$ cat src/rtl/imem_pkg.sv
// rtl/imem_pkg.sv - shared types and constants for the instruction-fetch sequencer
// ST_LOAD exists only when IMEM_LOADER_EN is defined.
package imem_pkg;

  localparam int INSTR_WIDTH = 16;
  localparam int BYTE_WIDTH  = 8;
  localparam int PC_STEP     = 2;

  localparam logic [INSTR_WIDTH-1:0] HALT_OPCODE_DEFAULT = 16'hFFFF;

  typedef enum logic [1:0] {
    ST_IDLE  = 2'd0,
    ST_FETCH = 2'd1,
    ST_HALT  = 2'd2
`ifdef IMEM_LOADER_EN
    ,
    ST_LOAD  = 2'd3
`endif
  } state_t;

endpackage

$ cat src/rtl/imem_load_seq.sv
// rtl/imem_load_seq.sv - byte-load counter and write strobe for instruction memory preload
// Used by imem_fetch_ctrl only when IMEM_LOADER_EN is defined.
module imem_load_seq
  import imem_pkg::*;
#(
  parameter int ADDR_WIDTH = 16,
  parameter int MEM_BYTES  = 256
) (
  input  logic                  i_Clk,
  input  logic                  i_Reset,
  input  logic                  i_Enable,
  input  logic                  i_Load_Valid,
  input  logic [BYTE_WIDTH-1:0] i_Load_Byte,
  input  logic                  i_Load_Last,
  output logic                  o_Load_Ready,
  output logic                  o_Accept,
  output logic                  o_Done,
  output logic                  o_Wr_En,
  output logic [BYTE_WIDTH-1:0] o_Wr_Data,
  output logic [ADDR_WIDTH-1:0] o_Wr_Addr
);

  localparam logic [ADDR_WIDTH-1:0] CNT_MASK = ADDR_WIDTH'(MEM_BYTES - 1);

  logic [ADDR_WIDTH-1:0] cnt_q;
  logic [ADDR_WIDTH-1:0] cnt_d;

  assign o_Load_Ready = i_Enable;
  assign o_Accept     = i_Load_Valid && i_Enable;
  assign o_Done       = o_Accept && i_Load_Last;
  assign o_Wr_En      = o_Accept;
  assign o_Wr_Data    = i_Load_Byte;
  assign o_Wr_Addr    = cnt_q;

  // Counter returns to 0 after the last byte so every load session starts at address 0.
  always_comb begin
    cnt_d = cnt_q;
    if (!i_Enable) begin
      cnt_d = '0;
    end else if (o_Accept) begin
      cnt_d = i_Load_Last ? '0 : ((cnt_q + ADDR_WIDTH'(1)) & CNT_MASK);
    end
  end

  always_ff @(posedge i_Clk or posedge i_Reset) begin
    if (i_Reset) begin
      cnt_q <= '0;
    end else begin
      cnt_q <= cnt_d;
    end
  end

endmodule

$ cat src/rtl/imem_fetch_ctrl.sv
// rtl/imem_fetch_ctrl.sv - PC sequencer and IF/ID register for byte-wide big-endian instruction memory
// Optional byte preload path enabled by defining IMEM_LOADER_EN.
module imem_fetch_ctrl
  import imem_pkg::*;
#(
  parameter int                      ADDR_WIDTH  = 16,
  parameter int                      MEM_BYTES   = 256,
  parameter logic [ADDR_WIDTH-1:0]   RESET_PC    = '0,
  parameter logic [INSTR_WIDTH-1:0]  HALT_OPCODE = HALT_OPCODE_DEFAULT
) (
  input  logic                   i_Clk,
  input  logic                   i_Reset,
  input  logic                   i_Start,
  input  logic                   i_Stall,
  input  logic                   i_Redirect,
  input  logic [ADDR_WIDTH-1:0]  i_Redirect_Target,
  output logic [ADDR_WIDTH-1:0]  o_Imem_Address,
  input  logic [INSTR_WIDTH-1:0] i_Imem_Instruction,
  output logic [INSTR_WIDTH-1:0] o_Instruction,
  output logic [ADDR_WIDTH-1:0]  o_PC,
  output logic                   o_Valid,
`ifdef IMEM_LOADER_EN
  input  logic                   i_Load_Valid,
  input  logic [BYTE_WIDTH-1:0]  i_Load_Byte,
  input  logic                   i_Load_Last,
  output logic                   o_Load_Ready,
  output logic                   o_Imem_Wr_En,
  output logic [BYTE_WIDTH-1:0]  o_Imem_Wr_Data,
`endif
  output logic                   o_Busy
);

  localparam logic [ADDR_WIDTH-1:0] PC_MASK    = ADDR_WIDTH'(MEM_BYTES - 1);
  localparam logic [ADDR_WIDTH-1:0] ALIGN_MASK = PC_MASK & ~ADDR_WIDTH'(1);
  localparam logic [ADDR_WIDTH-1:0] STEP       = ADDR_WIDTH'(PC_STEP);

  state_t                 state_q, state_d;
  logic [ADDR_WIDTH-1:0]  pc_q, pc_d;
  logic [INSTR_WIDTH-1:0] instr_q, instr_d;
  logic [ADDR_WIDTH-1:0]  opc_q, opc_d;
  logic                   valid_q, valid_d;
  logic                   busy_q, busy_d;

  logic                   advance;
  logic [ADDR_WIDTH-1:0]  redirect_pc;
  logic [ADDR_WIDTH-1:0]  start_pc;
  logic [ADDR_WIDTH-1:0]  next_pc;

  assign advance     = !(valid_q && i_Stall);
  assign redirect_pc = i_Redirect_Target & ALIGN_MASK;
  assign start_pc    = RESET_PC & ALIGN_MASK;
  assign next_pc     = (pc_q + STEP) & PC_MASK;

`ifdef IMEM_LOADER_EN
  logic                  load_sel;
  logic                  load_accept;
  logic                  load_done;
  logic [ADDR_WIDTH-1:0] load_addr;

  imem_load_seq #(
    .ADDR_WIDTH (ADDR_WIDTH),
    .MEM_BYTES  (MEM_BYTES)
  ) u_load_seq (
    .i_Clk        (i_Clk),
    .i_Reset      (i_Reset),
    .i_Enable     ((state_q == ST_IDLE) || (state_q == ST_LOAD)),
    .i_Load_Valid (i_Load_Valid),
    .i_Load_Byte  (i_Load_Byte),
    .i_Load_Last  (i_Load_Last),
    .o_Load_Ready (o_Load_Ready),
    .o_Accept     (load_accept),
    .o_Done       (load_done),
    .o_Wr_En      (o_Imem_Wr_En),
    .o_Wr_Data    (o_Imem_Wr_Data),
    .o_Wr_Addr    (load_addr)
  );

  // A byte offered in IDLE is already accepted, so the address must follow the counter then too.
  assign load_sel       = (state_q == ST_LOAD) || ((state_q == ST_IDLE) && i_Load_Valid);
  assign o_Imem_Address = load_sel ? load_addr : pc_q;
`else
  assign o_Imem_Address = pc_q;
`endif

  assign o_Instruction = instr_q;
  assign o_PC          = opc_q;
  assign o_Valid       = valid_q;
  assign o_Busy        = busy_q;

  always_comb begin
    state_d = state_q;
    pc_d    = pc_q;
    instr_d = instr_q;
    opc_d   = opc_q;
    valid_d = valid_q;

    case (state_q)
      ST_IDLE: begin
        valid_d = 1'b0;
`ifdef IMEM_LOADER_EN
        if (load_accept) begin
          state_d = load_done ? ST_IDLE : ST_LOAD;
        end else if (i_Start) begin
          state_d = ST_FETCH;
          pc_d    = start_pc;
        end
`else
        if (i_Start) begin
          state_d = ST_FETCH;
          pc_d    = start_pc;
        end
`endif
      end

      ST_FETCH: begin
        if (i_Redirect) begin
          pc_d    = redirect_pc;
          valid_d = 1'b0;
        end else if (advance) begin
          instr_d = i_Imem_Instruction;
          opc_d   = pc_q;
          valid_d = 1'b1;
          pc_d    = next_pc;
          if (i_Imem_Instruction == HALT_OPCODE) begin
            state_d = ST_HALT;
          end
        end
      end

      // The halt word may be speculative, so a redirect reopens fetching.
      ST_HALT: begin
        if (i_Redirect) begin
          state_d = ST_FETCH;
          pc_d    = redirect_pc;
          valid_d = 1'b0;
        end else if (i_Start) begin
          state_d = ST_FETCH;
          pc_d    = start_pc;
          valid_d = 1'b0;
        end else if (!i_Stall) begin
          valid_d = 1'b0;
        end
      end

`ifdef IMEM_LOADER_EN
      ST_LOAD: begin
        valid_d = 1'b0;
        if (load_done) begin
          state_d = ST_IDLE;
        end
      end
`endif

      default: begin
        state_d = ST_IDLE;
        valid_d = 1'b0;
      end
    endcase

`ifdef IMEM_LOADER_EN
    busy_d = (state_d == ST_FETCH) || (state_d == ST_LOAD);
`else
    busy_d = (state_d == ST_FETCH);
`endif
  end

  always_ff @(posedge i_Clk or posedge i_Reset) begin
    if (i_Reset) begin
      state_q <= ST_IDLE;
      pc_q    <= RESET_PC & ALIGN_MASK;
      instr_q <= '0;
      opc_q   <= '0;
      valid_q <= 1'b0;
      busy_q  <= 1'b0;
    end else begin
      state_q <= state_d;
      pc_q    <= pc_d;
      instr_q <= instr_d;
      opc_q   <= opc_d;
      valid_q <= valid_d;
      busy_q  <= busy_d;
    end
  end

endmodule

$ cat config.mk
export PLATFORM = sky130hd
export DESIGN_NAME = imem_fetch_ctrl
export DESIGN_NICKNAME = d
export VERILOG_FILES = /design/src/rtl/imem_pkg.sv /design/src/rtl/imem_load_seq.sv /design/src/rtl/imem_fetch_ctrl.sv
export SDC_FILE = /design/constraint.sdc
export NUM_CORES = 1
export LEC_CHECK = 0
export ABC_AREA = 1
export CORE_UTILIZATION = 44
export DETAILED_ROUTE_END_ITERATION = 8
export PLACE_DENSITY = 0.87
export RECOVER_POWER = 100
export SLEW_MARGIN = 30
export SYNTH_ARGS = -nofsm -noshare
export SYNTH_HDL_FRONTEND = slang
export SYNTH_SLANG_ARGS = --single-unit
$ cat constraint.sdc
create_clock -name i_Clk -period 2 [get_ports i_Clk]
set_input_delay 0.3 -clock i_Clk [delete_from_list [all_inputs] [get_ports i_Clk]]
set_output_delay 0.3 -clock i_Clk [all_outputs]
set_load 0.005 [all_outputs]
# Word-level counts from Yosys, hierarchy flattened
# Cells that the tools add are included.
[totals]
out_inout_bits = 50
elab_cells = 38
mem_bits_rw = 0
reg_bits = 52
in_bits = 37
mem_bits_ro = 0
n_memories = 0
latch_bits = 0
[classes]
n_eq_ne = 6
mul = 0
mux = 17
n_bitwise = 2
n_div = 0
n_reduce_logical = 6
n_lt_le_gt_ge = 0
n_shift = 0
n_addsub = 1
[op_table]
columns = ["cell", "n"]
rows = [
  ["$mux W16", 4],
  ["$pmux W16 S3", 1],
  ["$eq A16 B16 Y1 const B", 1],
  ["$mux W2", 5],
  ["$add A8 B2 Y8 const B", 1],
  ["$pmux W2 S3", 1],
  ["$mux W1", 5],
  ["$eq A2 B1 Y1 const B", 2],
  ["$ne A4 B4 Y1 const B", 1],
  ["$reduce_and A2 Y1", 2],
  ["$ne A3 B3 Y1 const B", 1],
  ["$reduce_and A3 Y1", 1],
  ["$reduce_bool A3 Y1", 1],
  ["$eq A2 B2 Y1 const B", 1],
  ["$logic_not A2 Y1", 1],
  ["$not A1 Y1", 2],
  ["$pmux W1 S2", 1],
  ["$logic_and A1 B1 Y1", 1],
]

# Logic depth before layout (Yosys ltp)
[depth]
word_depth = 6
depth_mapped = 9

# Worst setup path after synthesis
# OpenSTA, ideal clock, no wires.
[synth_path]
path_type = "reg2reg"
startpoint = "register state_q[1]"
endpoint = "register instr_q[10] (netlist: o_Instruction[10])"
arrival_ns = 1.382
setup_time_ns = 0.125
slack_ns = 0.493
stages_incl_launch_ff = 8
t_required_ns = 1.875
cell_sequence = "dfrtp_1 > inv_1 > ha_1 > nand2_4 > inv_2 > nand2_2 > buf_6 > mux2_4"
[synth_between]
elab_chain_cells = 2
[synth_lines]
columns = ["item", "line_no", "rtl"]
rows = [
  ["start: declaration", "imem_fetch_ctrl.sv:37", "state_t state_q, state_d;"],
  ["start signal: assignment", "imem_fetch_ctrl.sv:176", "state_q <= state_d;"],
  ["$eq A2 B1 Y1", "imem_fetch_ctrl.sv:97", "case (state_q)"],
  ["$reduce_and A3 Y1 (no source line)", "--", ""],
  ["end signal: assignment", "imem_fetch_ctrl.sv:178", "instr_q <= instr_d;"],
  ["end: declaration", "imem_fetch_ctrl.sv:39", "logic [INSTR_WIDTH-1:0] instr_q, instr_d;"],
]
# No other way between the ends.
# A chain may end at the register's enable or synchronous reset.

# Worst setup path in the final report
[layout_path]
startpoint = "register state_q[1]"
endpoint = "register opc_q[1] (netlist: o_PC[1])"
[layout_between]
elab_chain_cells = 2
[layout_lines]
columns = ["item", "line_no", "rtl"]
rows = [
  ["$eq A2 B1 Y1", "imem_fetch_ctrl.sv:97", ""],
  ["$reduce_and A3 Y1 (no source line)", "--", ""],
  ["end signal: assignment", "imem_fetch_ctrl.sv:179", "opc_q <= opc_d;"],
  ["end: declaration", "imem_fetch_ctrl.sv:40", "logic [ADDR_WIDTH-1:0] opc_q, opc_d;"],
]
# No other way between the ends.

==> results.yml <==
run_status:
  status: "finished, final reports clean"
synth:
  syn-num-nets: 290
  synth_top_area_frac: 0.541
  syn-cell-area_um2: 2400
  yosys.area.top_type: "dfrtp_1"
  ys_seq_elements: 52
  avgSynthCellArea_um2: 9.69
  ys_warn_count: 0
  yosysSeqAreaShare: 0.541
  synth_cell_type_count: 24
  synthCells: 248
  yosys-top-cells-area: "dfrtp_1 (54%), mux2_4 (9.4%), nand2_1 (8.6%)"
global_route:
  first_global_vias: 2089
  grt_usage: 0.218
  grt_max_degree: 30
  overflow: 0
  antenna_found_initial: 0
  grt_pass1_wl_mm: 9.81
worst_setup_path:
  crit_path_frequent_cell: "buf_4"
  crit_buf_inv: 4
  crit_type: "flip-flop to flip-flop"
  cpMaxStageDelayCell: "dfrtp_1"
  critPathTopFamily: "buffers and inverters"
  required_ns: 2.19
  cp-end-kind: "flip-flop"
  start_kind: "flip-flop"
  cp_max_fo: 13
  max_stage_delay_ns: 0.43
  crit_chain: "inv_1 > ha_1 > nand2_4 > inv_2 > nand2_2 > buf_4 > buf_4 > nand2_1 > o21ai_0"
  worstPathArrival_ns: 1.99
clock_tree:
  htree_num_levels: 2
  cts_sinks: 52
  post_cts_buffers: 0
  cts_inserted_buffers: 5
  insertion_delay_ns: 0.31
  tritoncts: "yes"
  cts.clk_slew.worst_paths_ns: 0.09
  ctsRootBufferMaster: "clkbuf_8"
  clock_path_buffers: 2
final_layout:
  nNetsFinal: 378
  area_growth_pct: 38.5
  finalInstanceArea_um2: 3330
  fillers: 439
  layout.cells.non_filler: 407
  drive_gt1_frac: 0.0682
  diodes: 0
sta:
  slew_headroom: 0.372
  finalSetupTns_ns: 0
  drv_slew: 0
  finalClockSkew_ns: 0.00551
  setup_violations: 0
  final.min_clock_period_ns: 1.81
  holdWs_ns: 0.488
  finalHoldViolCount: 0
  worstMarginPinSlew_ns: 0.941
  rsz0062_at_grt: "no"
  fmax_mhz: 554
  period_share: 0.903
hold_path:
  holdCritPathClass: "flip-flop to flip-flop"
pwr:
  finalPower_uw: 3670
  p_per_area_nw_per_um2: 1100
  irDropWorstVdd_uv: 658
  power.leakage_uw: 0.00158
detailed_routing:
  via_per_inst: 4.88
  ant_nets: 0
  wl_mm: 5.77
  drtIter0Drc: 84
  vias: 1985
  wl_per_cell_um: 14.2
  drc: 0
  dr.pass1.iters: 4
floorplanning:
  coreArea_um2: 5170
  die_h_um: 75.9
  pin_count: 87
  start_util: 0.465
  rows: 26
  die_w_um: 75.9
  die_area_um2: 5760
placed_design:
  placed_area_um2: 3300
  dp_hpwl_mm: 4.34
  port_buffers: 77
  routabilityCongestion: 0.938
  place_inst: 399
run:
  cap_violations: 0
cell usage in the layout, fill, tap and decap left out, types with 3 or more instances in the layout:
cell type         n
o21ai_0          27
nand2_1          56
nand3_1          10
ha_1              5
o31ai_1           3
mux2_1           15
inv_1            31
buf_4             6
nor2_1           21
clkdlybuf4s50_1  25
inv_2             4
a21oi_1           6
dfrtp_1          52
dlygate4sd3_1    52
clkbuf_8          5
cells by family (layout without fill, tap and decap cells):
| family | Yosys count | in the layout | share of synthesized area |
|---|---|---|---|
| AO/OA/AOI/OAI | 42 | 42 | 0.0979 |
| adder cells (fa/ha/maj) | 5 | 5 | 0.0260 |
| buffers and inverters | 41 | 130 | 0.0807 |
| flip-flops | 52 | 52 | 0.541 |
| multiplexers | 16 | 16 | 0.0979 |
| AND/OR/NAND/NOR | 92 | 92 | 0.156 |
tightest hold or removal path: stages, from the launching register on:
cell     delay (ns)
dfrtp_1        0.35
nand2_1        0.05
o21ai_0        0.06
layer usage:
| metal | share of wire | global-route usage | vias to the layer above | routed length (um) |
|---|---|---|---|---|
| met3 | 0.049 | 0.0554 | 5 | 285 |
| li1 | - | - | 964 | - |
| met1 | 0.43 | 0.260 | 958 | 2500 |
| met2 | 0.51 | 0.391 | 58 | 2940 |
| met5 | 0 | 0 | - | 0 |
| met4 | 0.0075 | 0.0558 | 0 | 43 |
worst paths after layout:
check                                  startpoint                end  slack (ns)  cells past startpoint
worst min-delay path            o_Instruction[14]  o_Instruction[14]        0.49                      2
min in group asynchronous                 i_Reset  o_Instruction[12]        0.64                      2
worst max register to register         state_q[1]            o_PC[1]        0.19                      9
worst min register to register  o_Instruction[14]  o_Instruction[14]        0.49                      2
worst max-delay path                   state_q[1]            o_PC[1]        0.19                      9
max in group asynchronous                 i_Reset  o_Instruction[15]        0.32                      3
flip-flops by register name, indices dropped and copies added (netlist names):
register        flops
o_Busy              1
state_q             2
o_Instruction      16
o_PC               16
o_Imem_Address     16
o_Valid             1
power breakdown:
group	switching, uW	internal [uW]
registers	189	1350
logic	667	749
clock network	340	372
total	1200	2470
cell usage after synthesis:
library cell,instances
o31ai_1,3
buf_12,1
buf_6,3
o22ai_1,2
buf_2,1
a21oi_1,6
nand2_2,2
o21ai_4,1
nand2_4,1
nand3_1,10
clkbuf_1,1
nand2_1,55
o21ai_0,28
nand4_1,1
inv_1,31
ha_1,5
nor2_1,21
mux2i_1,1
inv_2,4
mux2_4,15
nor3_1,2
dfrtp_1,52
o21bai_1,1
a31oi_1,1
stage by stage:
step | utilization | worst slack (ns)
after global placement | 0.638 | 0.141
final | 0.644 | 0.195
after global routing | 0.644 | 0.0670
after floorplan | - | 0.442
after CTS | 0.659 | 0.129
after detailed placement | 0.638 | 0.114
area by class of cell:
cell class / count / area [um2] / area share
flip-flops and latches: 52 / 1300 / 0.391
repair buffers: 87 / 852 / 0.256
multi-input cells: 155 / 850 / 0.255
inverters: 35 / 131 / 0.0395
well taps: 70 / 87.6 / 0.0263
clock buffers: 6 / 72.6 / 0.0218
clock inverters: 2 / 35.0 / 0.0105
timing repair:
item,in CTS,in global routing
resized for setup,0,1
setup endpoints to repair,0,1
hold buffers,0,0
Power figures use the tool's default switching activity.
